`src/rtl/fft_ctrl.sv`:
```
// fft_ctrl: sequences stages and butterflies of an in-place radix-2 DIT FFT over a ping-pong sample RAM.
// Latency: done pulses 1 + LOG_N*(N/2+BFLY_LAT) cycles after start is sampled; wr_* trail rd_* by BFLY_LAT.
// Backpressure: none; free-running once started, start ignored until back in IDLE.
// Optional build macro FFT_CTRL_INVERSE_EN adds inverse/tw_conj for IFFT twiddle conjugation.
module fft_ctrl #(
   parameter int LOG_N    = 9,
   parameter int BFLY_LAT = 2
) (
   input  logic               clk,
   input  logic               reset,
   input  logic               start,
`ifdef FFT_CTRL_INVERSE_EN
   input  logic               inverse,
   output logic               tw_conj,
`endif
   output logic               busy,
   output logic               done,
   output logic [LOG_N-1:0]   stage,
   output logic               rd_en,
   output logic [LOG_N-1:0]   rd_addr_a,
   output logic [LOG_N-1:0]   rd_addr_b,
   output logic [LOG_N-2:0]   tw_addr,
   output logic               rd_bank,
   output logic               wr_en,
   output logic [LOG_N-1:0]   wr_addr_a,
   output logic [LOG_N-1:0]   wr_addr_b,
   output logic               wr_bank
);

   typedef enum logic [1:0] {ST_IDLE, ST_RUN, ST_FLUSH, ST_DONE} state_t;

   localparam logic [LOG_N-1:0] S_ONE   = LOG_N'(1);
   localparam logic [LOG_N-1:0] S_LAST  = LOG_N'(LOG_N - 1);
   localparam logic [LOG_N-2:0] I_ONE   = (LOG_N-1)'(1);
   localparam logic [3:0]       FC_LAST = 4'(BFLY_LAT - 1);

   state_t             state_q, state_d;
   logic [LOG_N-1:0]   s_q, s_d;      // current stage
   logic [LOG_N-2:0]   i_q, i_d;      // butterfly index within stage
   logic [3:0]         fc_q, fc_d;    // flush cycle counter

   logic [LOG_N-1:0]   i_ext, low_mask, lo, addr_a, addr_b, tw_sh;
   logic               rd_active;

   // State and counter registers
   always_ff @(posedge clk) begin
      if (reset) begin
         state_q <= ST_IDLE;
         s_q     <= '0;
         i_q     <= '0;
         fc_q    <= '0;
      end else begin
         state_q <= state_d;
         s_q     <= s_d;
         i_q     <= i_d;
         fc_q    <= fc_d;
      end
   end

   // Next-state: N/2 read cycles per stage, then BFLY_LAT flush cycles so the
   // stage's last write lands before the next stage's first read.
   always_comb begin
      state_d = state_q;
      s_d     = s_q;
      i_d     = i_q;
      fc_d    = fc_q;
      case (state_q)
         ST_IDLE: begin
            if (start) begin
               state_d = ST_RUN;
               s_d     = '0;
               i_d     = '0;
            end
         end
         ST_RUN: begin
            i_d = i_q + I_ONE;
            if (&i_q) begin
               state_d = ST_FLUSH;
               fc_d    = '0;
            end
         end
         ST_FLUSH: begin
            fc_d = fc_q + 4'd1;
            if (fc_q == FC_LAST) begin
               if (s_q == S_LAST) begin
                  state_d = ST_DONE;
               end else begin
                  state_d = ST_RUN;
                  s_d     = s_q + S_ONE;
                  i_d     = '0;
               end
            end
         end
         ST_DONE: begin
            state_d = ST_IDLE;
            s_d     = '0;
         end
         default: state_d = ST_IDLE;
      endcase
   end

   // Read-side addressing: A has a 0 inserted at bit s, B sets that bit;
   // twiddle index is the low s bits scaled up to the full ROM range.
   always_comb begin
      rd_active = (state_q == ST_RUN);
      i_ext     = {1'b0, i_q};
      low_mask  = (S_ONE << s_q) - S_ONE;
      lo        = i_ext & low_mask;
      addr_a    = ((i_ext & ~low_mask) << 1) | lo;
      addr_b    = addr_a | (S_ONE << s_q);
      tw_sh     = S_LAST - s_q;
      rd_en     = rd_active;
      rd_addr_a = rd_active ? addr_a : '0;
      rd_addr_b = rd_active ? addr_b : '0;
      tw_addr   = rd_active ? (LOG_N-1)'(lo << tw_sh) : '0;
      rd_bank   = rd_active & s_q[0];
      busy      = (state_q == ST_RUN) || (state_q == ST_FLUSH);
      done      = (state_q == ST_DONE);
      stage     = s_q;
   end

   logic               dl_vld  [BFLY_LAT];
   logic [LOG_N-1:0]   dl_a    [BFLY_LAT];
   logic [LOG_N-1:0]   dl_b    [BFLY_LAT];
   logic               dl_bank [BFLY_LAT];

   // Write-side delay line: replays each read BFLY_LAT cycles later into the opposite bank
   always_ff @(posedge clk) begin
      if (reset) begin
         for (int k = 0; k < BFLY_LAT; k++) begin
            dl_vld[k]  <= 1'b0;
            dl_a[k]    <= '0;
            dl_b[k]    <= '0;
            dl_bank[k] <= 1'b0;
         end
      end else begin
         dl_vld[0]  <= rd_en;
         dl_a[0]    <= rd_addr_a;
         dl_b[0]    <= rd_addr_b;
         dl_bank[0] <= rd_en & ~rd_bank;
         for (int k = 1; k < BFLY_LAT; k++) begin
            dl_vld[k]  <= dl_vld[k-1];
            dl_a[k]    <= dl_a[k-1];
            dl_b[k]    <= dl_b[k-1];
            dl_bank[k] <= dl_bank[k-1];
         end
      end
   end

   assign wr_en     = dl_vld[BFLY_LAT-1];
   assign wr_addr_a = dl_a[BFLY_LAT-1];
   assign wr_addr_b = dl_b[BFLY_LAT-1];
   assign wr_bank   = dl_bank[BFLY_LAT-1];

`ifdef FFT_CTRL_INVERSE_EN
   logic inv_q;

   // Capture transform direction when a run is accepted
   always_ff @(posedge clk) begin
      if (reset) begin
         inv_q <= 1'b0;
      end else if ((state_q == ST_IDLE) && start) begin
         inv_q <= inverse;
      end
   end

   assign tw_conj = busy & inv_q;
`endif

endmodule

```
`config.mk`:
```
export PLATFORM = sky130hd
export DESIGN_NAME = fft_ctrl
export DESIGN_NICKNAME = d
export VERILOG_FILES = /design/src/rtl/fft_ctrl.sv
export SDC_FILE = /design/constraint.sdc
export NUM_CORES = 1
export LEC_CHECK = 0
export ABC_AREA = 1
export BUFFER_PORTS_ARGS = -buffer_cell sky130_fd_sc_hd__buf_2
export CORE_MARGIN = 5
export CORE_UTILIZATION = 56
export CTS_CLUSTER_SIZE = 24
export DETAILED_ROUTE_END_ITERATION = 12
export PLACE_DENSITY = 0.87
export RECOVER_POWER = 100
export SLEW_MARGIN = 30
export SYNTH_ARGS = -nofsm -noshare
export SYNTH_HDL_FRONTEND = slang
export SYNTH_SLANG_ARGS = --single-unit
```
`constraint.sdc`:
```
create_clock -name clk -period 3 [get_ports clk]
set_input_delay 0.6 -clock clk [delete_from_list [all_inputs] [get_ports clk]]
set_output_delay 0.6 -clock clk [all_outputs]
set_load 0.01 [all_outputs]
```
# After elaboration in Yosys (flattened, before gate mapping)
# Memory sizes are Yosys's and may differ from the RTL's.
# Index checks and enable logic that the tools add are counted.
# W data, S select, Z words.
[totals]
ff_bits = 23
ram_bits = 40
elab_cells = 79
n_memories = 4
[mem_list]
columns = ["memory", "depth", "width", "rd", "rd_clocked_by_memory_dff", "wr", "line_no", "source"]
rows = [
  ["dl_a", 2, 9, 2, 0, 2, "123", "logic [LOG_N-1:0] dl_a [BFLY_LAT];"],
  ["dl_b", 2, 9, 2, 0, 2, "124", "logic [LOG_N-1:0] dl_b [BFLY_LAT];"],
  ["dl_bank", 2, 1, 2, 0, 2, "125", "logic dl_bank [BFLY_LAT];"],
  ["dl_vld", 2, 1, 2, 0, 2, "122", "logic dl_vld [BFLY_LAT];"],
]
[op_classes]
addsub = 5
eq_ne = 9
shift = 2
n_mux = 29
n_bitwise = 16
n_reduce_logical = 10
[op_table]
columns = ["cell", "n"]
rows = [
  ["$mux W9", 9],
  ["$mux W8", 4],
  ["$pmux W9 S3", 1],
  ["$pmux W8 S3", 1],
  ["$or A9 B9 Y9", 2],
  ["$add A9 B1 Y9 const B", 1],
  ["$and A8 B9 Y9", 1],
  ["$eq A9 B4 Y1 const B", 1],
  ["$shl A1 B9 Y9 const A", 1],
  ["$shl A9 B9 Y8", 1],
  ["$sub A4 B9 Y9 const A", 1],
  ["$sub A9 B1 Y9 const B", 1],
  ["$add A8 B1 Y8 const B", 1],
  ["$and A8 B8 Y8", 1],
  ["$mux W2", 4],
  ["$not A8 Y8", 1],
  ["$or A1 B1 Y1", 8],
  ["$pmux W2 S4", 1],
  ["$pmux W4 S2", 1],
  ["$reduce_and A4 Y1", 2],
  ["$reduce_and A8 Y1", 1],
  ["$mux W1", 7],
  ["$ne A2 B2 Y1 const B", 3],
  ["$reduce_bool A3 Y1", 2],
  ["13 further kinds", 15],
]

# Logic depth before layout (Yosys ltp)
# Gate-level depths: netlist of the first run.
[logic_depth]
word_depth = 8
mapped_depth = 18
ltp_nobuf = 17

# Worst setup path before layout of the first run
# Ideal clock, no wire load.
[synth_path]
path_kind = "register to output"
start = "register s_q[0] (netlist: stage[0])"
end = "output port tw_addr[5]"
t_arrival_ns = 2.075
t_required_ns = 2.400
setup_slack_ns = 0.325
stages_incl_launch_ff = 18
n_path_buf = 2
cell_sequence = "dfxtp_1 buf_6 inv_1 buf_4 ha_1 nand2_4 nand2_2 nand2_2 nand3_4 nor2_8 inv_4 nor2_8 nand3_2 nand2_1 nand2_1 nand2_1 nand2_1 nor2_1"
[synth_between]
elab_chain_len = 5
word_cells_on_any_way = 6
classes_between = "add/sub (2); shift (2); mux (1); bitwise (1)"
[synth_lines]
columns = ["element", "line_no", "source"]
rows = [
  ["start: declaration", "38", "logic [LOG_N-1:0] s_q, s_d;"],
  ["start signal: assignment", "49", "s_q <= '0;"],
  ["start signal: assignment", "54", "s_q <= s_d;"],
  ["$shl A1 B9 Y9", "107", "low_mask = (S_ONE << s_q) - S_ONE;"],
  ["$sub A9 B1 Y9", "107", ""],
  ["$and A8 B9 Y9", "108", "lo = i_ext & low_mask;"],
  ["$shl A9 B9 Y8 (*)", "115", "tw_addr = rd_active ? (LOG_N-1)'(lo << tw_sh) : '0;"],
  ["$mux W8 (*)", "115", ""],
  ["end: declaration", "22", "output logic [LOG_N-2:0] tw_addr,"],
]
# Mark *: on every way between the ends. The rest lies on a longest branch, timed or not.

# Worst setup path in the final report of the first run
[layout_path]
start = "register s_q[3] (netlist: stage[3])"
end = "output port tw_addr[7]"
# Same word-level chain as after synthesis.

==> report_table.html, run 1 <==
<table>
<tr><th>Metric</th><th>Value</th></tr>
<tr><th colspan="2">Critical path</th></tr>
<tr><td>Number of cells on the worst reg-to-reg path</td><td>10</td></tr>
<tr><td>Kind of end point of the critical path</td><td>output pin</td></tr>
<tr><td>Worst Path Class, Setup</td><td>reg -&gt; out</td></tr>
<tr><td>Data required time at the worst endpoint</td><td>2.40 ns</td></tr>
<tr><td>Slowest stage delay, CP</td><td>0.34 ns</td></tr>
<tr><td>Master of the slowest instance on the critical path</td><td>sky130_fd_sc_hd__dfxtp_2</td></tr>
<tr><td>Largest fanout on the critical path</td><td>4</td></tr>
<tr><td>Cell breakdown of the critical path</td><td>nor2_4 -&gt; nand2_4 -&gt; nor2_4 -&gt; inv_2 -&gt; nor2_4 -&gt; inv_2 -&gt; ha_4 -&gt; inv_2 -&gt; nor2_2 -&gt; nand3_1 -&gt; nand3_2 -&gt; nand2_1 -&gt; nand2_1 -&gt; nand3_1 -&gt; nand2_1 -&gt; nor2_1 -&gt; buf_2</td></tr>
<tr><td>Data arrival time of the worst path</td><td>2.42 ns</td></tr>
<tr><td>Type of origin of the critical path</td><td>register</td></tr>
<tr><th colspan="2">Logic synthesis</th></tr>
<tr><td>Flops &amp; latches, synth</td><td>63</td></tr>
<tr><td>Share of async-settable or async-resettable flops after synthesis</td><td>0%</td></tr>
<tr><td>Unique masters post-synth</td><td>42</td></tr>
<tr><td>Number of nets in the synthesized netlist</td><td>505</td></tr>
<tr><td>Xor/xnor cell area share of the yosys netlist</td><td>0.2543%</td></tr>
<tr><td>Biggest area contributors in the synthesized netlist</td><td>sky130_fd_sc_hd__dfxtp_1 37%, sky130_fd_sc_hd__nand2_1 9.0%, sky130_fd_sc_hd__nor2_1 8.4%</td></tr>
<tr><td>Number of standard cells after synthesis</td><td>492</td></tr>
<tr><td>Largest family of logic cells by synthesized area</td><td>simple AND/OR/NAND/NOR gates</td></tr>
<tr><td>Dominant cell type by area after synthesis</td><td>sky130_fd_sc_hd__dfxtp_1</td></tr>
<tr><td>Share of synthesized cell area in full adder, half adder and majority cells</td><td>3.632%</td></tr>
<tr><td>Number of enable-type register cells in the synthesized netlist</td><td>0</td></tr>
<tr><td>Cell area after technology mapping</td><td>3445 um^2</td></tr>
<tr><td>Sequential element share of the synthesized area</td><td>36.61%</td></tr>
<tr><td>Post-synth top flop</td><td>sky130_fd_sc_hd__dfxtp_1</td></tr>
<tr><td>Fraction of the mapped netlist area in compound gates</td><td>9.916%</td></tr>
<tr><td>Simple-gate share of the synthesized area</td><td>35.23%</td></tr>
<tr><td>Mapped Avg Cell Area</td><td>7.001 um^2</td></tr>
<tr><td>Multiplexer share of the synthesized area</td><td>0%</td></tr>
<tr><td>Yosys Warn Count</td><td>0</td></tr>
<tr><td>Fraction of post-synthesis cell area in the top cell type by area</td><td>36.61%</td></tr>
<tr><th colspan="2">Run</th></tr>
<tr><td>Max-cap violation count</td><td>0</td></tr>
<tr><th colspan="2">Route</th></tr>
<tr><td>Detailed-route wire length</td><td>9355 um</td></tr>
<tr><td>Via-per-instance ratio</td><td>5.406</td></tr>
<tr><td>DR vias</td><td>3449</td></tr>
<tr><td>Iteration-0 DRC Markers</td><td>274</td></tr>
<tr><td>DRT Pass-1 Iters</td><td>5</td></tr>
<tr><td>Detail-routed net length per standard cell</td><td>14.66 um</td></tr>
<tr><td>DRC viols</td><td>0</td></tr>
<tr><td>DRT antenna net count</td><td>0</td></tr>
<tr><th colspan="2">Cells and area</th></tr>
<tr><td>Fill cells</td><td>518</td></tr>
<tr><td>Count of inserted antenna diode cells</td><td>0</td></tr>
<tr><td>Post-route cell area</td><td>4118 um^2</td></tr>
<tr><td>Post-route core utilization</td><td>69.14%</td></tr>
<tr><td>Fraction of layout cells with a size suffix above 1</td><td>27.35%</td></tr>
<tr><td>Most common cell after layout, fill and taps aside</td><td>sky130_fd_sc_hd__nand2_1</td></tr>
<tr><td>Number of nets at the end of the flow</td><td>571</td></tr>
<tr><td>Area growth from synthesis to final layout</td><td>19.54%</td></tr>
<tr><td>Commonest cells after routing, fill and taps aside</td><td>77 x sky130_fd_sc_hd__nand2_1, 75 x sky130_fd_sc_hd__nor2_1, 66 x sky130_fd_sc_hd__inv_1, 56 x sky130_fd_sc_hd__dfxtp_1, 40 x sky130_fd_sc_hd__buf_2</td></tr>
<tr><th colspan="2">Global routing</th></tr>
<tr><td>Antenna violations before repair</td><td>0</td></tr>
<tr><td>Number of global-route vias before repair</td><td>3171</td></tr>
<tr><td>GRT met3 Usage</td><td>5.587%</td></tr>
<tr><td>Global-route wire length before repair</td><td>14360 um</td></tr>
<tr><td>Global-route track usage on met1</td><td>28.44%</td></tr>
<tr><td>GRT Max-Usage Layer</td><td>met2</td></tr>
<tr><td>Global routing met2 resource utilization</td><td>39.97%</td></tr>
<tr><td>Pin count of the biggest net entering global routing</td><td>35</td></tr>
<tr><td>Aggregate global routing overflow</td><td>0</td></tr>
<tr><td>Combined global-route utilization of all metal layers</td><td>23.29%</td></tr>
<tr><th colspan="2">STA</th></tr>
<tr><td>Count of pins over their slew limit</td><td>0</td></tr>
<tr><td>Headroom to the max-slew limit</td><td>3.288%</td></tr>
<tr><td>Achievable frequency</td><td>0.3316 GHz</td></tr>
<tr><td>Shortest period the worst path allows</td><td>3.015 ns</td></tr>
<tr><td>Worst slew pin tran</td><td>1.451 ns</td></tr>
<tr><td>Final setup violation count</td><td>3</td></tr>
<tr><td>Hold Violations, Final</td><td>0</td></tr>
<tr><td>Final worst-path setup slack</td><td>-0.01526 ns</td></tr>
<tr><td>RSZ-0062 raised after global routing</td><td>true</td></tr>
<tr><td>Post-Route Setup TNS</td><td>-0.02212 ns</td></tr>
<tr><td>Setup skew after layout</td><td>0.009388 ns</td></tr>
<tr><td>Period utilization</td><td>100.5%</td></tr>
<tr><th colspan="2">Die</th></tr>
<tr><td>Full die area</td><td>7820 um^2</td></tr>
<tr><td>Horizontal die dimension</td><td>88.43 um</td></tr>
<tr><td>Initial Utilization</td><td>57.84%</td></tr>
<tr><td>Cell Rows</td><td>28</td></tr>
<tr><td>Area of the core</td><td>5956 um^2</td></tr>
<tr><td>Die Height</td><td>88.43 um</td></tr>
<tr><td>Top-Level Pins</td><td>62</td></tr>
<tr><th colspan="2">Placement</th></tr>
<tr><td>Hpwl dp</td><td>6549 um</td></tr>
<tr><td>Gpl congestion</td><td>1.056</td></tr>
<tr><td>Instance area after placement</td><td>3742 um^2</td></tr>
<tr><td>I/O Buffers</td><td>61</td></tr>
<tr><td>Post-placement worst setup slack</td><td>0.1265 ns</td></tr>
<tr><th colspan="2">Clock tree</th></tr>
<tr><td>Number of buffers inserted during clock tree synthesis</td><td>9</td></tr>
<tr><td>Sink count of the clock tree</td><td>63</td></tr>
<tr><td>Post-cts hold buffer count</td><td>0</td></tr>
<tr><td>Clock Tree Buf Depth</td><td>2</td></tr>
<tr><td>Buffer type at the clock tree root</td><td>sky130_fd_sc_hd__clkbuf_8</td></tr>
<tr><td>Clock insertion delay at the later pin of the skew report</td><td>0.34 ns</td></tr>
<tr><td>Clock tree from TritonCTS</td><td>built</td></tr>
<tr><td>Reg clk slew, reported paths</td><td>0.08 ns</td></tr>
<tr><td>H-tree levels</td><td>3</td></tr>
<tr><th colspan="2">Pwr</th></tr>
<tr><td>Final total power</td><td>0.002984 W</td></tr>
<tr><td>Power density normalized to cell area</td><td>724.6 nW/um^2</td></tr>
<tr><td>Static power due to leakage</td><td>1.875 nW</td></tr>
<tr><td>Worst IR Drop VDD</td><td>0.4159 mV</td></tr>
<tr><th colspan="2">Min path</th></tr>
<tr><td>Cell count of the worst hold path</td><td>2</td></tr>
<tr><td>Type of the worst min-delay path</td><td>reg -&gt; reg</td></tr>
<tr><th colspan="2">Outcome</th></tr>
<tr><td>Violated checks</td><td>setup timing</td></tr>
<tr><td>Outcome</td><td>finished, violations left</td></tr>
</table>
## critical path, delay by kind of cell (launching register included)
kind	cells	cell delay, ns
AND/OR/NAND/NOR	12	1.23
buffers and inverters	4	0.34
adder cells (fa/ha/maj)	1	0.17
flip-flops	1	0.34
## Yosys cell counts (2+ instances only)
master	count
sky130_fd_sc_hd__ha_1	10
sky130_fd_sc_hd__o21ai_2	2
sky130_fd_sc_hd__nor4_1	2
sky130_fd_sc_hd__nor2_2	6
sky130_fd_sc_hd__buf_2	3
sky130_fd_sc_hd__nand2_1	83
sky130_fd_sc_hd__o21ai_0	11
sky130_fd_sc_hd__o211ai_1	2
sky130_fd_sc_hd__nand4_1	5
sky130_fd_sc_hd__clkbuf_1	6
sky130_fd_sc_hd__a21oi_2	3
sky130_fd_sc_hd__o21ai_1	3
sky130_fd_sc_hd__inv_1	69
sky130_fd_sc_hd__a21oi_1	26
sky130_fd_sc_hd__and2_1	3
sky130_fd_sc_hd__nor3b_1	2
sky130_fd_sc_hd__nand3_1	30
sky130_fd_sc_hd__nor2_4	6
sky130_fd_sc_hd__dfxtp_1	63
sky130_fd_sc_hd__inv_2	9
sky130_fd_sc_hd__nand2_2	12
sky130_fd_sc_hd__nor3_1	15
sky130_fd_sc_hd__a211oi_1	4
sky130_fd_sc_hd__nand3_2	4
sky130_fd_sc_hd__nor2_8	2
sky130_fd_sc_hd__nor2_1	77
sky130_fd_sc_hd__buf_4	19
## registers in the layout, summed over array words and instances, names as in the netlist
signal,flops
dl_a,18
dl_b,18
dl_bank,2
dl_vld,2
fc_q,4
i_q,8
stage,9
state_q,2
## final timing paths
kind                 endpoint  slack (ns)  startpoint
setup / recovery   tw_addr[7]       -0.02    stage[3]
hold / removal    dl_a[0][17]        0.40  dl_a[0][8]
setup reg to reg     stage[6]        0.77  state_q[0]
hold reg to reg   dl_a[0][17]        0.40  dl_a[0][8]
## layer usage
metal  wire length (um)  part of all wire (%)  up-vias
met2               4349                    46      194
met1               3767                    40     1552
met5                  0                     0        -
li1                   -                     -     1664
met4                364                   3.9        0
met3                873                   9.3       39
## cell type report
class	instances	area, um^2	area share, %
Multi-Input combinational cell	320	1799	43.70
Sequential cell	63	1277	31.02
Timing Repair Buffer	84	447.9	10.88
Inverter	80	302.8	7.353
Clock buffer	9	123.9	3.008
Tap cell	75	93.84	2.279
Clock inverter	7	72.57	1.762
## logic make-up (layout without fill, tap and decap cells)
logic type      count (synthesis)  after routing
xor+xnor                        1              1
flops                          63             63
simple gates                  252            252
compound gates                 57             57
buf+inv                       109            180
fa+ha+maj                      10             10
## through the flow
step                      hold WS [ns]  cells
after detailed placement        0.3931    611
after global placement          0.3888    611
after floorplan                 0.3883    492
after global routing            0.4152    638
final                           0.3994    638
after CTS                       0.4039    630
## power by group
part	switching, W	total [W]	internal, W	leakage (nW)
logic	0.000851	0.00129	0.000443	1.27
registers	0.0000537	0.000957	0.000903	0.513
clock network	0.000348	0.000733	0.000384	0.0956
total	0.00125	0.00298	0.00173	1.87
## timing repair
action                                  in CTS  in global routing
resized for setup                           15                 26
setup buffers                                3                  8
endpoints found under the setup margin      17                 17
pin swaps                                    5                 12
Power figures use the tool's default switching activity.
==> run 2: changes to the inputs <==
Settings changed: ABC_AREA 1 to not set, CORE_ASPECT_RATIO set to 0.75.
==> report_table.html, run 2 <==
<table>
<tr><th>Metric</th><th>Value</th></tr>
<tr><th colspan="2">Global routing</th></tr>
<tr><td>Combined global-route utilization of all metal layers</td><td>25.94%</td></tr>
<tr><td>Number of global-route vias before repair</td><td>3256</td></tr>
<tr><td>Antenna violations before repair</td><td>0</td></tr>
<tr><td>Global-route wire length before repair</td><td>16260 um</td></tr>
<tr><td>Pin count of the biggest net entering global routing</td><td>29</td></tr>
<tr><td>Aggregate global routing overflow</td><td>0</td></tr>
<tr><th colspan="2">Logic synthesis</th></tr>
<tr><td>Mapped Avg Cell Area</td><td>8.236 um^2</td></tr>
<tr><td>Unique masters post-synth</td><td>64</td></tr>
<tr><td>Cell area after technology mapping</td><td>3435 um^2</td></tr>
<tr><td>Biggest area contributors in the synthesized netlist</td><td>sky130_fd_sc_hd__dfxtp_1 37%, sky130_fd_sc_hd__nor2_1 5.2%, sky130_fd_sc_hd__nor2b_1 4.6%</td></tr>
<tr><td>Synth cell count leaders</td><td>63 x sky130_fd_sc_hd__dfxtp_1, 48 x sky130_fd_sc_hd__nor2_1, 26 x sky130_fd_sc_hd__nand2_1</td></tr>
<tr><td>Dominant cell type by area after synthesis</td><td>sky130_fd_sc_hd__dfxtp_1</td></tr>
<tr><td>Sequential element share of the synthesized area</td><td>36.72%</td></tr>
<tr><td>Fraction of post-synthesis cell area in the top cell type by area</td><td>36.72%</td></tr>
<tr><td>Post-synth top flop</td><td>sky130_fd_sc_hd__dfxtp_1</td></tr>
<tr><td>Number of standard cells after synthesis</td><td>417</td></tr>
<tr><td>Number of enable-type register cells in the synthesized netlist</td><td>0</td></tr>
<tr><td>Share of async-settable or async-resettable flops after synthesis</td><td>0%</td></tr>
<tr><td>Yosys Warn Count</td><td>0</td></tr>
<tr><td>Library cell with the highest instance count after synthesis</td><td>sky130_fd_sc_hd__dfxtp_1</td></tr>
<tr><td>Number of nets in the synthesized netlist</td><td>430</td></tr>
<tr><td>Flops &amp; latches, synth</td><td>63</td></tr>
<tr><th colspan="2">Die</th></tr>
<tr><td>Die Height</td><td>77.82 um</td></tr>
<tr><td>Horizontal die dimension</td><td>100.4 um</td></tr>
<tr><td>Cell Rows</td><td>24</td></tr>
<tr><td>Initial Utilization</td><td>58.35%</td></tr>
<tr><td>Top-Level Pins</td><td>62</td></tr>
<tr><td>Full die area</td><td>7815 um^2</td></tr>
<tr><td>Area of the core</td><td>5886 um^2</td></tr>
<tr><th colspan="2">Route</th></tr>
<tr><td>DRC viols</td><td>0</td></tr>
<tr><td>DRT Pass-1 Iters</td><td>5</td></tr>
<tr><td>Via-per-instance ratio</td><td>6.239</td></tr>
<tr><td>Iteration-0 DRC Markers</td><td>514</td></tr>
<tr><td>Detailed-route wire length</td><td>11520 um</td></tr>
<tr><td>DR vias</td><td>3650</td></tr>
<tr><td>Detail-routed net length per standard cell</td><td>19.70 um</td></tr>
<tr><td>DRT antenna net count</td><td>0</td></tr>
<tr><th colspan="2">Cells and area</th></tr>
<tr><td>Multi-input gate area in the final layout</td><td>2242 um^2</td></tr>
<tr><td>Storage element area</td><td>1269 um^2</td></tr>
<tr><td>Most common cell after layout, fill and taps aside</td><td>sky130_fd_sc_hd__dfxtp_1</td></tr>
<tr><td>Fill cells</td><td>343</td></tr>
<tr><td>Commonest cells after routing, fill and taps aside</td><td>59 x sky130_fd_sc_hd__dfxtp_1, 51 x sky130_fd_sc_hd__buf_4, 43 x sky130_fd_sc_hd__nor2_1, 41 x sky130_fd_sc_hd__buf_2, 25 x sky130_fd_sc_hd__nand2_1</td></tr>
<tr><td>Area growth from synthesis to final layout</td><td>36.14%</td></tr>
<tr><td>Fraction of layout cells with a size suffix above 1</td><td>37.87%</td></tr>
<tr><td>Count of inserted antenna diode cells</td><td>0</td></tr>
<tr><td>Number of nets at the end of the flow</td><td>515</td></tr>
<tr><th colspan="2">STA</th></tr>
<tr><td>Final worst-path setup slack</td><td>-0.5158 ns</td></tr>
<tr><td>Worst slew pin tran</td><td>1.253 ns</td></tr>
<tr><td>Hold Violations, Final</td><td>0</td></tr>
<tr><td>Achievable frequency</td><td>0.2844 GHz</td></tr>
<tr><td>Shortest period the worst path allows</td><td>3.516 ns</td></tr>
<tr><td>Count of pins over their slew limit</td><td>0</td></tr>
<tr><td>Period utilization</td><td>117.2%</td></tr>
<tr><td>Setup skew after layout</td><td>0.01060 ns</td></tr>
<tr><td>Final setup violation count</td><td>19</td></tr>
<tr><td>Post-Route Setup TNS</td><td>-6.148 ns</td></tr>
<tr><td>RSZ-0062 raised after global routing</td><td>true</td></tr>
<tr><td>Headroom to the max-slew limit</td><td>16.49%</td></tr>
<tr><th colspan="2">Critical path</th></tr>
<tr><td>Data arrival time of the worst path</td><td>2.92 ns</td></tr>
<tr><td>Reg-to-reg endpoint</td><td>dl_b[0][4]</td></tr>
<tr><td>Number of cells on the worst reg-to-reg path</td><td>13</td></tr>
<tr><td>Largest fanout on the critical path</td><td>9</td></tr>
<tr><td>Beginning of the worst register-to-register path</td><td>stage[5]</td></tr>
<tr><td>Type of origin of the critical path</td><td>register</td></tr>
<tr><td>Slack of the worst reg-to-reg path</td><td>0.12 ns</td></tr>
<tr><td>Kind of end point of the critical path</td><td>output pin</td></tr>
<tr><td>Data required time at the worst endpoint</td><td>2.40 ns</td></tr>
<tr><td>Worst Path Class, Setup</td><td>reg -&gt; out</td></tr>
<tr><th colspan="2">Placement</th></tr>
<tr><td>I/O Buffers</td><td>61</td></tr>
<tr><td>Gpl congestion</td><td>1.002</td></tr>
<tr><td>Hpwl dp</td><td>7065 um</td></tr>
<tr><th colspan="2">Clock tree</th></tr>
<tr><td>Sink count of the clock tree</td><td>63</td></tr>
<tr><td>Buffer type at the clock tree root</td><td>sky130_fd_sc_hd__clkbuf_8</td></tr>
<tr><td>Clock insertion delay at the later pin of the skew report</td><td>0.36 ns</td></tr>
<tr><td>Number of buffers inserted during clock tree synthesis</td><td>9</td></tr>
<tr><td>H-tree levels</td><td>3</td></tr>
<tr><td>Reg clk slew, reported paths</td><td>0.08 ns</td></tr>
<tr><td>Clock tree from TritonCTS</td><td>built</td></tr>
<tr><td>Clock Tree Buf Depth</td><td>2</td></tr>
<tr><td>Post-cts hold buffer count</td><td>0</td></tr>
<tr><th colspan="2">Min path</th></tr>
<tr><td>Cell count of the worst hold path</td><td>1</td></tr>
<tr><td>Type of the worst min-delay path</td><td>reg -&gt; reg</td></tr>
<tr><td>Start point of the worst hold path</td><td>dl_a[0][6]</td></tr>
<tr><td>Destination of the worst hold path</td><td>dl_a[0][15]</td></tr>
<tr><th colspan="2">Pwr</th></tr>
<tr><td>Power density normalized to cell area</td><td>677.7 nW/um^2</td></tr>
<tr><td>Static power due to leakage</td><td>1.874 nW</td></tr>
<tr><td>Final total power</td><td>0.003169 W</td></tr>
<tr><td>Worst IR Drop VDD</td><td>0.6150 mV</td></tr>
<tr><th colspan="2">Outcome</th></tr>
<tr><td>Violated checks</td><td>setup timing</td></tr>
<tr><td>Outcome</td><td>finished, violations left</td></tr>
<tr><th colspan="2">Run</th></tr>
<tr><td>Max-cap violation count</td><td>0</td></tr>
</table>
-- run 2: cell types whose count changed after synthesis, moves of 7 or more --
cell | previous run | this run
sky130_fd_sc_hd__clkbuf_1 | 6 | 23
sky130_fd_sc_hd__nor2b_1 | 0 | 25
sky130_fd_sc_hd__a21oi_1 | 26 | 17
sky130_fd_sc_hd__inv_1 | 69 | 12
sky130_fd_sc_hd__nor2_1 | 77 | 48
sky130_fd_sc_hd__xnor2_1 | 0 | 14
sky130_fd_sc_hd__nor4_1 | 2 | 9
sky130_fd_sc_hd__inv_2 | 9 | 1
sky130_fd_sc_hd__nand2_2 | 12 | 0
sky130_fd_sc_hd__nand2_1 | 83 | 26
sky130_fd_sc_hd__nand3_1 | 30 | 15
sky130_fd_sc_hd__a31oi_1 | 1 | 9
-- run 2: repair_timing --
item                       CTS  global route
setup endpoints to repair   19            22
pin swaps                   21            18
buffers inserted            10             9
resized for setup           33            37
-- run 2: cells by family (layout without fill, tap and decap cells) --
logic type	Yosys count	count (layout)	synth area share, %
DFF	63	63	36.72
muxes	4	4	1.202
adders and majority gates	10	10	3.643
and+or+nand+nor	190	190	30.42
buffers and inverters	64	154	9.654
AOI/OAI and AO/OA	67	67	13.52
xor gates and xnor gates	19	19	4.845
-- run 2: critical path, stage by stage (launching register included) --
cell                      delay [ns]
sky130_fd_sc_hd__dfxtp_2        0.32
sky130_fd_sc_hd__or4_4          0.56
sky130_fd_sc_hd__nor2_4         0.14
sky130_fd_sc_hd__nand2_2        0.09
sky130_fd_sc_hd__ha_4           0.21
sky130_fd_sc_hd__buf_6          0.14
sky130_fd_sc_hd__and3_1         0.21
sky130_fd_sc_hd__a31oi_2        0.22
sky130_fd_sc_hd__a41oi_2        0.18
sky130_fd_sc_hd__buf_4          0.18
sky130_fd_sc_hd__buf_4          0.14
sky130_fd_sc_hd__nor2_2         0.06
sky130_fd_sc_hd__buf_2          0.12
-- run 2: area by class of cell --
type                       instances  share of cell area [%]
clock buffer                       9                   2.649
clock inverter                     7                   2.141
inverter                          14                   1.284
multi-input combinational        290                   47.95
sequential                        63                   27.13
tap                               78                   2.087
timing repair buffer             124                   16.75
-- run 2: where the power goes --
part / switching (W) / leakage, nW / total, W / internal [W]
Sequential: 0.0000385 / 0.511 / 0.000917 / 0.000878
Combinational: 0.000847 / 1.25 / 0.00141 / 0.000559
Clock: 0.000368 / 0.115 / 0.000846 / 0.000478
Total: 0.00125 / 1.87 / 0.00317 / 0.00191
-- run 2: worst max path at each step --
stage	slack (ns)	cells after the start	from	endpoint
5_1_grt	-0.61	11	stage[7]	rd_addr_b[7]
3_5_place_dp	-0.17	10	stage[4]	rd_addr_b[7]
2_1_floorplan	-0.25	12	stage[4]	rd_addr_b[6]
3_3_place_gp	-0.09	10	stage[4]	rd_addr_b[7]
6_report	-0.52	12	stage[5]	rd_addr_a[5]
4_1_cts	-0.40	10	stage[8]	rd_addr_b[6]
-- run 2: stage by stage --
step	hold slack [ns]	worst slack, ns	instance area [um^2]	instances	util, %
6_report	0.4415	-0.5158	4676	585	79.44
5_1_grt	0.4620	-0.6061	4676	585	79.44
4_1_cts	0.4429	-0.4002	4458	577	75.74
3_5_place_dp	0.4254	-0.1683	4013	551	68.18
3_3_place_gp	0.4165	-0.09278	4013	551	68.18
2_1_floorplan	0.4138	-0.2496	3568	417	-
-- run 2: per-layer routing --
layer  wire, um  GRT usage (%)  share of wire, %  up-vias
met3       1366          7.258                12       73
met4        625          9.556               5.4        0
met1       4112          33.19                36     1677
li1           -              -                 -     1613
met5          0              0                 0        -
met2       5418          41.73                47      287
